## config.mk

```make
export PLATFORM = sky130hd
export DESIGN_NAME = mac_pipe_sat
export DESIGN_NICKNAME = d
export VERILOG_FILES = /design/src/rtl/mac_pipe_sat.sv
export SDC_FILE = /design/constraint.sdc
export NUM_CORES = 1
export LEC_CHECK = 0
export CAP_MARGIN = 20
export CORE_UTILIZATION = 42
export DETAILED_ROUTE_END_ITERATION = 12
export PLACE_DENSITY = 0.72
export RECOVER_POWER = 25
export SETUP_SLACK_MARGIN = 0.15
export SLEW_MARGIN = 20
export SYNTH_ARGS = -nofsm -noshare
export SYNTH_HDL_FRONTEND = slang
export SYNTH_SLANG_ARGS = --single-unit
```

## constraint.sdc

```tcl
create_clock -name clk -period 14.5 [get_ports clk]
set_input_delay 3.625 -clock clk [delete_from_list [all_inputs] [get_ports clk]]
set_output_delay 3.625 -clock clk [all_outputs]
set_load 0.02 [all_outputs]
```

## src/rtl/mac_pipe_sat.sv

```systemverilog
// Pipelined signed multiply-accumulate with optional product register,
// saturating or wrapping accumulation, sticky overflow, restart and sample counter.
module mac_pipe_sat #(
    parameter int IN_W      = 8,
    parameter int ACC_W     = 16,
    parameter int PIPE_MULT = 0,
    parameter int SAT_EN    = 1,
    parameter int CNT_W     = 8
) (
    input  logic             clk,
    input  logic             reset,
    input  logic [IN_W-1:0]  a,
    input  logic [IN_W-1:0]  b,
    input  logic             valid_in,
    input  logic             clear_acc,
    output logic [ACC_W-1:0] f,
    output logic             valid_out,
    output logic             overflow,
    output logic [CNT_W-1:0] count
);

    localparam int PW = 2 * IN_W;
    localparam logic [ACC_W-1:0] ACC_MAX = {1'b0, {(ACC_W-1){1'b1}}};
    localparam logic [ACC_W-1:0] ACC_MIN = {1'b1, {(ACC_W-1){1'b0}}};

    if (ACC_W < 2 * IN_W) begin : g_bad_acc_w
        $error("mac_pipe_sat: ACC_W must be at least 2*IN_W");
    end
    if (PIPE_MULT != 0 && PIPE_MULT != 1) begin : g_bad_pipe
        $error("mac_pipe_sat: PIPE_MULT must be 0 or 1");
    end

    // Valid semantics: a sample is taken whenever valid_in is high on a rising
    // edge; there is no backpressure and each sample yields one valid_out pulse.
    logic [IN_W-1:0] a_q, b_q;
    logic            v0_q, c0_q;

    always_ff @(posedge clk) begin
        if (reset) begin
            a_q  <= '0;
            b_q  <= '0;
            v0_q <= 1'b0;
            c0_q <= 1'b0;
        end else begin
            a_q  <= a;
            b_q  <= b;
            v0_q <= valid_in;
            c0_q <= clear_acc;
        end
    end

    logic signed [PW-1:0] prod_d;
    logic signed [PW-1:0] p_acc;
    logic                 v_acc, c_acc;

    assign prod_d = PW'($signed(a_q)) * PW'($signed(b_q));

    if (PIPE_MULT == 1) begin : g_pipe
        logic signed [PW-1:0] p_q;
        logic                 v1_q, c1_q;

        always_ff @(posedge clk) begin
            if (reset) begin
                p_q  <= '0;
                v1_q <= 1'b0;
                c1_q <= 1'b0;
            end else begin
                p_q  <= prod_d;
                v1_q <= v0_q;
                c1_q <= c0_q;
            end
        end

        assign p_acc = p_q;
        assign v_acc = v1_q;
        assign c_acc = c1_q;
    end else begin : g_nopipe
        assign p_acc = prod_d;
        assign v_acc = v0_q;
        assign c_acc = c0_q;
    end

    logic [ACC_W-1:0]        f_q, f_d;
    logic                    ov_q, ov_d;
    logic                    vout_q, vout_d;
    logic [CNT_W-1:0]        cnt_q, cnt_d;
    logic signed [ACC_W-1:0] p_ext;
    logic signed [ACC_W:0]   sum;
    logic                    sum_ovf;

    // One guard bit: the sum left the ACC_W range when the top two bits differ.
    assign p_ext   = ACC_W'(p_acc);
    assign sum     = (ACC_W+1)'($signed(f_q)) + (ACC_W+1)'(p_ext);
    assign sum_ovf = sum[ACC_W] ^ sum[ACC_W-1];

    always_comb begin
        f_d    = f_q;
        ov_d   = ov_q;
        cnt_d  = cnt_q;
        vout_d = 1'b0;
        if (v_acc) begin
            vout_d = 1'b1;
            if (c_acc) begin
                f_d   = p_ext;
                ov_d  = 1'b0;
                cnt_d = CNT_W'(1);
            end else begin
                if (sum_ovf) begin
                    ov_d = 1'b1;
                    if (SAT_EN != 0) begin
                        f_d = sum[ACC_W] ? ACC_MIN : ACC_MAX;
                    end else begin
                        f_d = sum[ACC_W-1:0];
                    end
                end else begin
                    f_d = sum[ACC_W-1:0];
                end
                cnt_d = (cnt_q == '1) ? cnt_q : cnt_q + CNT_W'(1);
            end
        end
    end

    always_ff @(posedge clk) begin
        if (reset) begin
            f_q    <= '0;
            ov_q   <= 1'b0;
            vout_q <= 1'b0;
            cnt_q  <= '0;
        end else begin
            f_q    <= f_d;
            ov_q   <= ov_d;
            vout_q <= vout_d;
            cnt_q  <= cnt_d;
        end
    end

    assign f         = f_q;
    assign overflow  = ov_q;
    assign valid_out = vout_q;
    assign count     = cnt_q;

endmodule

```

== After elaboration in Yosys (flattened, before gate mapping) ==
Index checks and enable logic that the tools add are counted.
Cells by class
  add/sub/neg operators: 2
  $mul: 1
  equality and inequality tests: 2
  multiplexer cells: 8
  bitwise gates (word level): 1
  reduce and logical (&&, ||, !) cells: 3
Operator list (count)
  $mux W16: 3
  $add A16 B16 Y17: 1
  $mul A8 B8 Y16: 1
  $mux W8: 2
  $add A8 B1 Y8 const B: 1
  $eq A8 B8 Y1 const B: 1
  $reduce_and A2 Y1: 2
  $mux W1: 3
  $ne A2 B2 Y1 const B: 1
  $reduce_bool A2 Y1: 1
  $xor A1 B1 Y1: 1
Storage, ports and cells
  register bits: 44
  input port bits: 20
  output and inout bits: 26
  word-level logic and storage cells: 25

== Longest topological paths before layout ==
Gate-level depths: netlist (run 1).
  depth in word-level cells: 5
  gate-level depth with buffers: 27
  depth with buffers taken out: 25

== Least setup slack after synthesis (run 1) ==
Ideal clock, no wire load.
  kind: register to register
  start: register b_q[7]
  end: register f_q[6] (netlist: f[6])
  library setup time: 0.147 ns
  arrival time: 5.610 ns
  required time: 14.353 ns
  slack: 8.742 ns
  cell stages (with the launch flop): 25
  buffers on the path: 2
  clock period less this slack: 5.758 ns
  path through: dfxtp_1 nor2b_1 fa_1 fa_1 fa_1 inv_1 fa_1 inv_1 ha_1 o21ai_0 nand2b_1 a21o_1 a41oi_1 o21bai_1 a21oi_1 xnor2_1 ha_1 nand4b_1 mux2i_1 nor3_4 and2_4 buf_12 buf_8 o21ai_2 a211oi_2
Between the ends
  cells in the longest elaborated chain, start to end: 5
  elaborated cells between the ends (all ways): 6
  classes of those cells: add/sub: 1; mul: 1; mux: 3; bitwise: 1
RTL lines
  from (decl): RTL line 35  | logic [IN_W-1:0] a_q, b_q;
  from (signal assigned): RTL line 41  | b_q <= '0;
  from (signal assigned): RTL line 46  | b_q <= b;
  $mul A8 B8 Y16 *: RTL line 56  | assign prod_d = PW'($signed(a_q)) * PW'($signed(b_q));
  $add A16 B16 Y17 *: RTL line 93  | assign sum = (ACC_W+1)'($signed(f_q)) + (ACC_W+1)'(p_ext);
  $mux W16 or $xor A1 B1 Y1 (tied branches): RTL line 111, 94
  $mux W16 *: RTL line 108  | if (sum_ovf) begin
  $mux W16 *: RTL line 103  | if (c_acc) begin
  to (signal assigned): RTL line 125  | f_q <= '0;
  to (signal assigned): RTL line 130  | f_q <= f_d;
  to (decl): RTL line 83  | logic [ACC_W-1:0] f_q, f_d;
Mark *: on every way between the ends. The rest lies on a longest branch, timed or not.
A chain may end at the register's enable or synchronous reset.

== Worst setup path after layout (run 1) ==
  start: register b_q[7]
  end: register f_q[14] (netlist: f[14])
Between the ends
  cells in the longest elaborated chain, start to end: 5
  elaborated cells between the ends (all ways): 6
  classes of those cells: add/sub: 1; mul: 1; mux: 3; bitwise: 1
RTL lines (RTL line)
  $mul A8 B8 Y16 *: 56
  $add A16 B16 Y17: 93
  $mux W16 or $xor A1 B1 Y1 (tied branches): 111, 94
  $mux W16: 108
  $mux W16 *: 103
Marked as above.

==> results.yml, run 1 <==
clocking:
  cts_hold_buf: 0
  ctsResizeCount: 0
  clock_sinks: 44
  cts_setup_buffers: 0
  worst_skew_pair.late_latency_ns: 0.29
  htree_levels: 2
  clockBufferDepth: 2
  clk_pin_slew_ns: 0.07
  tritoncts: "built"
  cts_root_buf: "clkbuf_16"
  numCtsBuffers: 5
grt:
  grt_max_degree: 41
  grt_pass1_wl_um: 19800
  grt.overflow.total: 0
  grt_usage_pct: 19.5
  grt_pass1_vias: 4152
  antenna_found_initial: 0
worst_setup_path:
  cpPeakStageDelay_ns: 0.55
  cpMaxStageDelayCell: "fa_1"
  cpMostUsedCell: "fa_1"
  startpoint_type: "flip-flop"
  arrival_ns: 6.72
  r2r.worst_path.cells: 22
  crit_fanout: 16
  reg2reg_slack_ns: 7.94
  crit_chain: "nand2b_1 -> fa_1 -> fa_1 -> inv_1 -> fa_1 -> inv_1 -> fa_1 -> inv_1 -> ha_1 -> a211oi_1 -> nor2_1 -> o41ai_1 -> o21ai_0 -> xor2_1 -> ha_1 -> o21ai_0 -> a21oi_1 -> o22ai_1 -> xnor2_1 -> and2_4 -> o21ai_2 -> a2111oi_2"
  r2r_start: "b_q[7]"
  critical_path_class: "flip-flop to flip-flop"
  reg2reg_to: "f[14]"
  crit_path_end_kind: "flip-flop"
  cp-endpoint: "f[14]"
  crit_required_ns: 14.66
  startpoint: "b_q[7]"
finish:
  fillers: 1069
  utilization_pct: 49.8
  layout_commonest_cell: "inv_1"
  seqCellArea_um2: 881
  layout-drive-gt1-share_pct: 7.26
  multi_input_area_um2: 3710
  area_delta_synth_final_pct: 14.3
  final_nets: 715
  final_cell_mix: "97 x inv_1, 56 x fa_1, 48 x ha_1, 45 x and2_1"
  n_antenna_cell: 0
yosys:
  synth_cell_type_count: 54
  synth.avg_cell_area_um2: 9.15
  yosysWarnings: 0
  ys_seq_area_share_pct: 17.5
  syn-num-nets: 674
  netlist_instances: 550
  syn_area_um2: 5030
  synth_flop_cell: "dfxtp_1"
  ys_seq_elements: 44
  ys_async_sr_fraction_pct: 0
  synth_edf_count: 0
run:
  max-cap-violations: 1
die:
  io-pin-count: 46
  die_h_um: 111
  dieArea_um2: 12400
  rows: 39
  initial_core_util_pct: 43.5
  core_um2: 11600
  fp.dieW_um: 111
run_status:
  status: "finished, violations left"
  violations: "design-rule violations, max-capacitance violations, max-slew violations"
route:
  drcViolationCount: 2
  dr.first_iter.drc_count: 135
  wirelength_um: 11300
  antenna_left: 0
  num_vias: 3900
  vias_per_cell: 5.31
  drtPass1Iterations: 8
  wl_per_cell_um: 15.3
power:
  p_leak_nw: 2.62
  peakVddDrop_mv: 0.0703
  cellPowerDensity_nw_per_um2: 116
  finalPower_uw: 669
placement:
  place_congestion: 0.882
  port_buffers: 45
  dpl.hpwl_um: 8910
sta:
  max_clock_freq_mhz: 153
  tightestPinTransition_ns: 2.26
  slew_headroom_pct: -50.4
  finalSetupViolCount: 0
  timing.final.crit_share_pct: 45.2
  finalClockSkew_ns: 0.00776
  min_period_ns: 6.56
  holdWs_ns: 0.455
  slew_violations: 41
  rsz0062_at_grt: "false"
  hold_viol_final: 0
  fin_setup_tns_ns: 0
worst_hold_path:
  min_from: "overflow"
  hold_class: "flip-flop to flip-flop"
## synthesized netlist by cell type, types with 3 or more instances
library cell / count / share of area (%)
nand2_1: 20 / 1.5
o21ai_2: 13 / 2.3
nand3_1: 5 / 0.50
inv_1: 97 / 7.2
and3_1: 4 / 0.50
nor2_1: 28 / 2.1
dfxtp_1: 44 / 17
nand2b_1: 5 / 0.62
and2_1: 45 / 5.6
nor2b_1: 26 / 3.2
o211ai_1: 4 / 0.60
o22ai_1: 10 / 1.2
a31oi_1: 3 / 0.37
fa_1: 56 / 22
a211oi_2: 8 / 2.0
a2111oi_2: 5 / 1.5
o21a_1: 4 / 0.60
o21ai_0: 15 / 1.5
ha_1: 48 / 12
a211oi_1: 5 / 0.75
clkbuf_1: 8 / 0.60
xor2_1: 11 / 1.9
o21bai_1: 4 / 0.60
a21o_1: 11 / 1.6
a21oi_1: 18 / 1.8
xnor2_1: 25 / 4.3
## routing by layer
layer  vias up  track usage, %  share of wire [%]
met5         -               0                  0
met3        20            2.40                3.6
met1      1893            25.6                 45
met4         0            4.77                1.9
met2       102            34.3                 50
li1       1885               -                  -
## worst max-delay path, delay by kind of cell, from the launching register on
family	cells	cell delay, ns
xor gates and xnor gates	2	0.45
DFF	1	0.49
AOI/OAI and AO/OA	8	1.84
buffers and inverters	3	0.15
and+or+nand+nor	3	0.62
adders and majority gates	6	2.87
## metrics by stage
stage               instance area (um^2)  std cells  setup slack (ns)
finish                              5760        735              7.94
global route                        5760        735              7.59
CTS                                 5760        735              8.06
detailed placement                  5590        727              8.09
global placement                    5590        727              8.27
floorplan                           5030        550              8.74
## final cells by class
| type | count | area share (%) |
|---|---|---|
| sequential | 44 | 15.3 |
| clock buffer | 5 | 2.17 |
| multi-input combinational | 397 | 64.4 |
| timing repair buffer | 46 | 7.85 |
| clock inverter | 3 | 0.804 |
| inverter | 97 | 6.32 |
| tap | 143 | 3.11 |
## cells by family after synthesis
logic type	synth area share [%]
muxes	0.422
DFF	17.5
and+or+nand+nor	15.4
buffers and inverters	8.82
AOI/OAI and AO/OA	17.4
xor gates and xnor gates	6.26
adders and majority gates	34.2
## flip-flops by register name, summed over array words and instances (netlist names)
name and count:
f 16, a_q 8, b_q 8, count 8, c0_q 1, overflow 1
v0_q 1, valid_out 1
## report_power, final
| part | leakage, nW | internal [mW] | switching (mW) | total (mW) |
|---|---|---|---|---|
| clock network | 0.0804 | 0.0822 | 0.0568 | 0.139 |
| registers | 0.363 | 0.132 | 0.0140 | 0.146 |
| logic | 2.17 | 0.160 | 0.224 | 0.384 |
## how the worst min path moves through the flow
stage,end,depth (start not counted)
detailed placement,overflow,2
floorplan,overflow,2
finish,overflow,2
global placement,overflow,2
CTS,overflow,2
global route,overflow,2
No activity file was read; power rests on OpenSTA's default activity.
==> run 2: changes to the inputs <==
==> constraint.sdc (replaced) <==
create_clock -name clk -period 6.4 [get_ports clk]
set_input_delay 1.6 -clock clk [delete_from_list [all_inputs] [get_ports clk]]
set_output_delay 1.6 -clock clk [all_outputs]
set_load 0.02 [all_outputs]
==> run 2 against run 1 <==
The flow still finishes with violations (design-rule violations, max-capacitance violations, max-slew violations). Global-route usage fell by 0.53 points. Sequential cell count did not move. Sequential share of layout area fell by 0.48 points. Maximum frequency rose by 5.9%. Register-to-register slack got worse by 7.7 ns. Combinational power rose to 3.0 times the previous value. Power rose to 2.7 times the previous value. Critical endpoint is now f[0]. Highest routed layer unchanged.
==> results.yml, run 2 (synthesized netlist as in run 1, its figures left out) <==
run_status:
  status: "finished, violations left"
  violations: "design-rule violations, max-capacitance violations, max-slew violations"
clocking:
  clockBufferDepth: 2
  htree_levels: 2
  tritoncts: "built"
  cts_root_buf: "clkbuf_16"
  clk_pin_slew_ns: 0.07
  worst_skew_pair.late_latency_ns: 0.29
  cts_hold_buf: 0
  numCtsBuffers: 5
  clock_sinks: 44
route:
  drtPass1Iterations: 9
  dr.first_iter.drc_count: 121
  antenna_left: 0
  wl_per_cell_um: 16.1
  wirelength_um: 12100
  drcViolationCount: 2
  vias_per_cell: 5.35
  num_vias: 4024
worst_setup_path:
  crit_required_ns: 6.47
  reg2reg_to: "f[0]"
  crit_path_end_kind: "flip-flop"
  r2r_start: "a_q[1]"
  cp_top_family: "adder cells"
  cpPeakStageDelay_ns: 0.54
  critical_path_class: "flip-flop to flip-flop"
  cpMaxStageDelayCell: "fa_1"
  arrival_ns: 6.26
  path_buf_inv: 6
  startpoint_type: "flip-flop"
  cpMostUsedCell: "fa_1"
  crit_fanout: 8
  r2r.worst_path.cells: 26
  reg2reg_slack_ns: 0.21
sta:
  timing.final.crit_share_pct: 96.7
  hold_viol_final: 0
  finalClockSkew_ns: 0.00731
  slew_violations: 41
  fin_ws_ns: 0.209
  finalSetupViolCount: 0
  tightestPinTransition_ns: 2.22
  fin_setup_tns_ns: 0
  holdWs_ns: 0.456
  min_period_ns: 6.19
  slew_headroom_pct: -47.8
  max_clock_freq_mhz: 162
die:
  rows: 39
  fp.dieW_um: 111
  dieArea_um2: 12400
  io-pin-count: 46
  core_um2: 11600
  die_h_um: 111
  initial_core_util_pct: 43.5
finish:
  final_nets: 732
  utilization_pct: 52.9
  instances_no_fill: 752
  layout_commonest_cell: "inv_1"
  n_antenna_cell: 0
  layout-drive-gt1-share_pct: 17.2
  fillers: 998
  largest_register_ffs: 16
  final_cell_mix: "96 x inv_1, 55 x fa_1, 45 x and2_1, 44 x clkdlybuf4s50_1, 42 x ha_1"
  area_delta_synth_final_pct: 21.5
  stdcell_area_um2: 6120
placement:
  dp_worst_setup_slack_ns: 0.0711
  dpl.hpwl_um: 8810
  port_buffers: 45
  place_congestion: 0.920
  place_area_um2: 5590
  dp_cells: 728
power:
  p_leak_nw: 2.77
  cellPowerDensity_nw_per_um2: 292
  finalPower_mw: 1.79
  peakVddDrop_mv: 0.174
grt:
  grt_max_degree: 41
  grt_pass1_vias: 4046
  antenna_found_initial: 0
  grt_pass1_wl_um: 19300
  grt.overflow.total: 0
  grt_usage_pct: 19.0
worst_hold_path:
  whs_path_depth: 2
  min_from: "overflow"
  worstHoldEndpoint: "overflow"
  hold_class: "flip-flop to flip-flop"
run:
  max-cap-violations: 1
==> run 2: layout make-up <==
class / instances / area [um^2] / share of cell area [%]
multi-input cells: 398 / 3910 / 63.9
flip-flops and latches: 44 / 907 / 14.8
clock inverters: 2 / 38.8 / 0.634
inverters: 97 / 364 / 5.95
well taps: 143 / 179 / 2.92
clock buffers: 6 / 139 / 2.27
repair buffers: 62 / 584 / 9.55
==> run 2: routing by layer <==
metal / up-vias / global-route usage (%) / part of all wire, %
li1: 1922 / - / -
met1: 1964 / 25.3 / 44
met2: 115 / 32.9 / 50
met3: 23 / 2.50 / 4.2
met4: 0 / 4.32 / 2.1
met5: - / 0 / 0
==> run 2: where the power goes <==
part	switching (mW)	total (mW)	internal, mW	leakage, nW
Clock	0.121	0.317	0.196	0.0871
Sequential	0.0329	0.332	0.299	0.368
Combinational	0.598	1.14	0.540	2.31
Total	0.751	1.79	1.03	2.77
==> run 2: worst max-delay path by stage <==
stage                start    to  slack, ns  cells after the start
finish              a_q[1]  f[0]       0.21                     26
global route        b_q[0]  f[0]      -0.03                     28
global placement    b_q[7]  f[7]       0.18                     22
detailed placement  b_q[7]  f[7]       0.07                     22
CTS                 a_q[4]  f[8]       0.19                     24
floorplan           b_q[7]  f[6]       0.64                     24
==> run 2: what timing repair did <==
action	4_1_cts	5_1_grt
pin swaps	1	14
gates resized for setup	2	55
gates cloned	0	1
setup endpoints to repair	15	16
setup buffers	6	9
==> run 2: tightest hold or removal path, cell delays in order (launching register included) <==
cell and delay, ns:
dfxtp_1 0.31, inv_1 0.05, a21oi_1 0.05
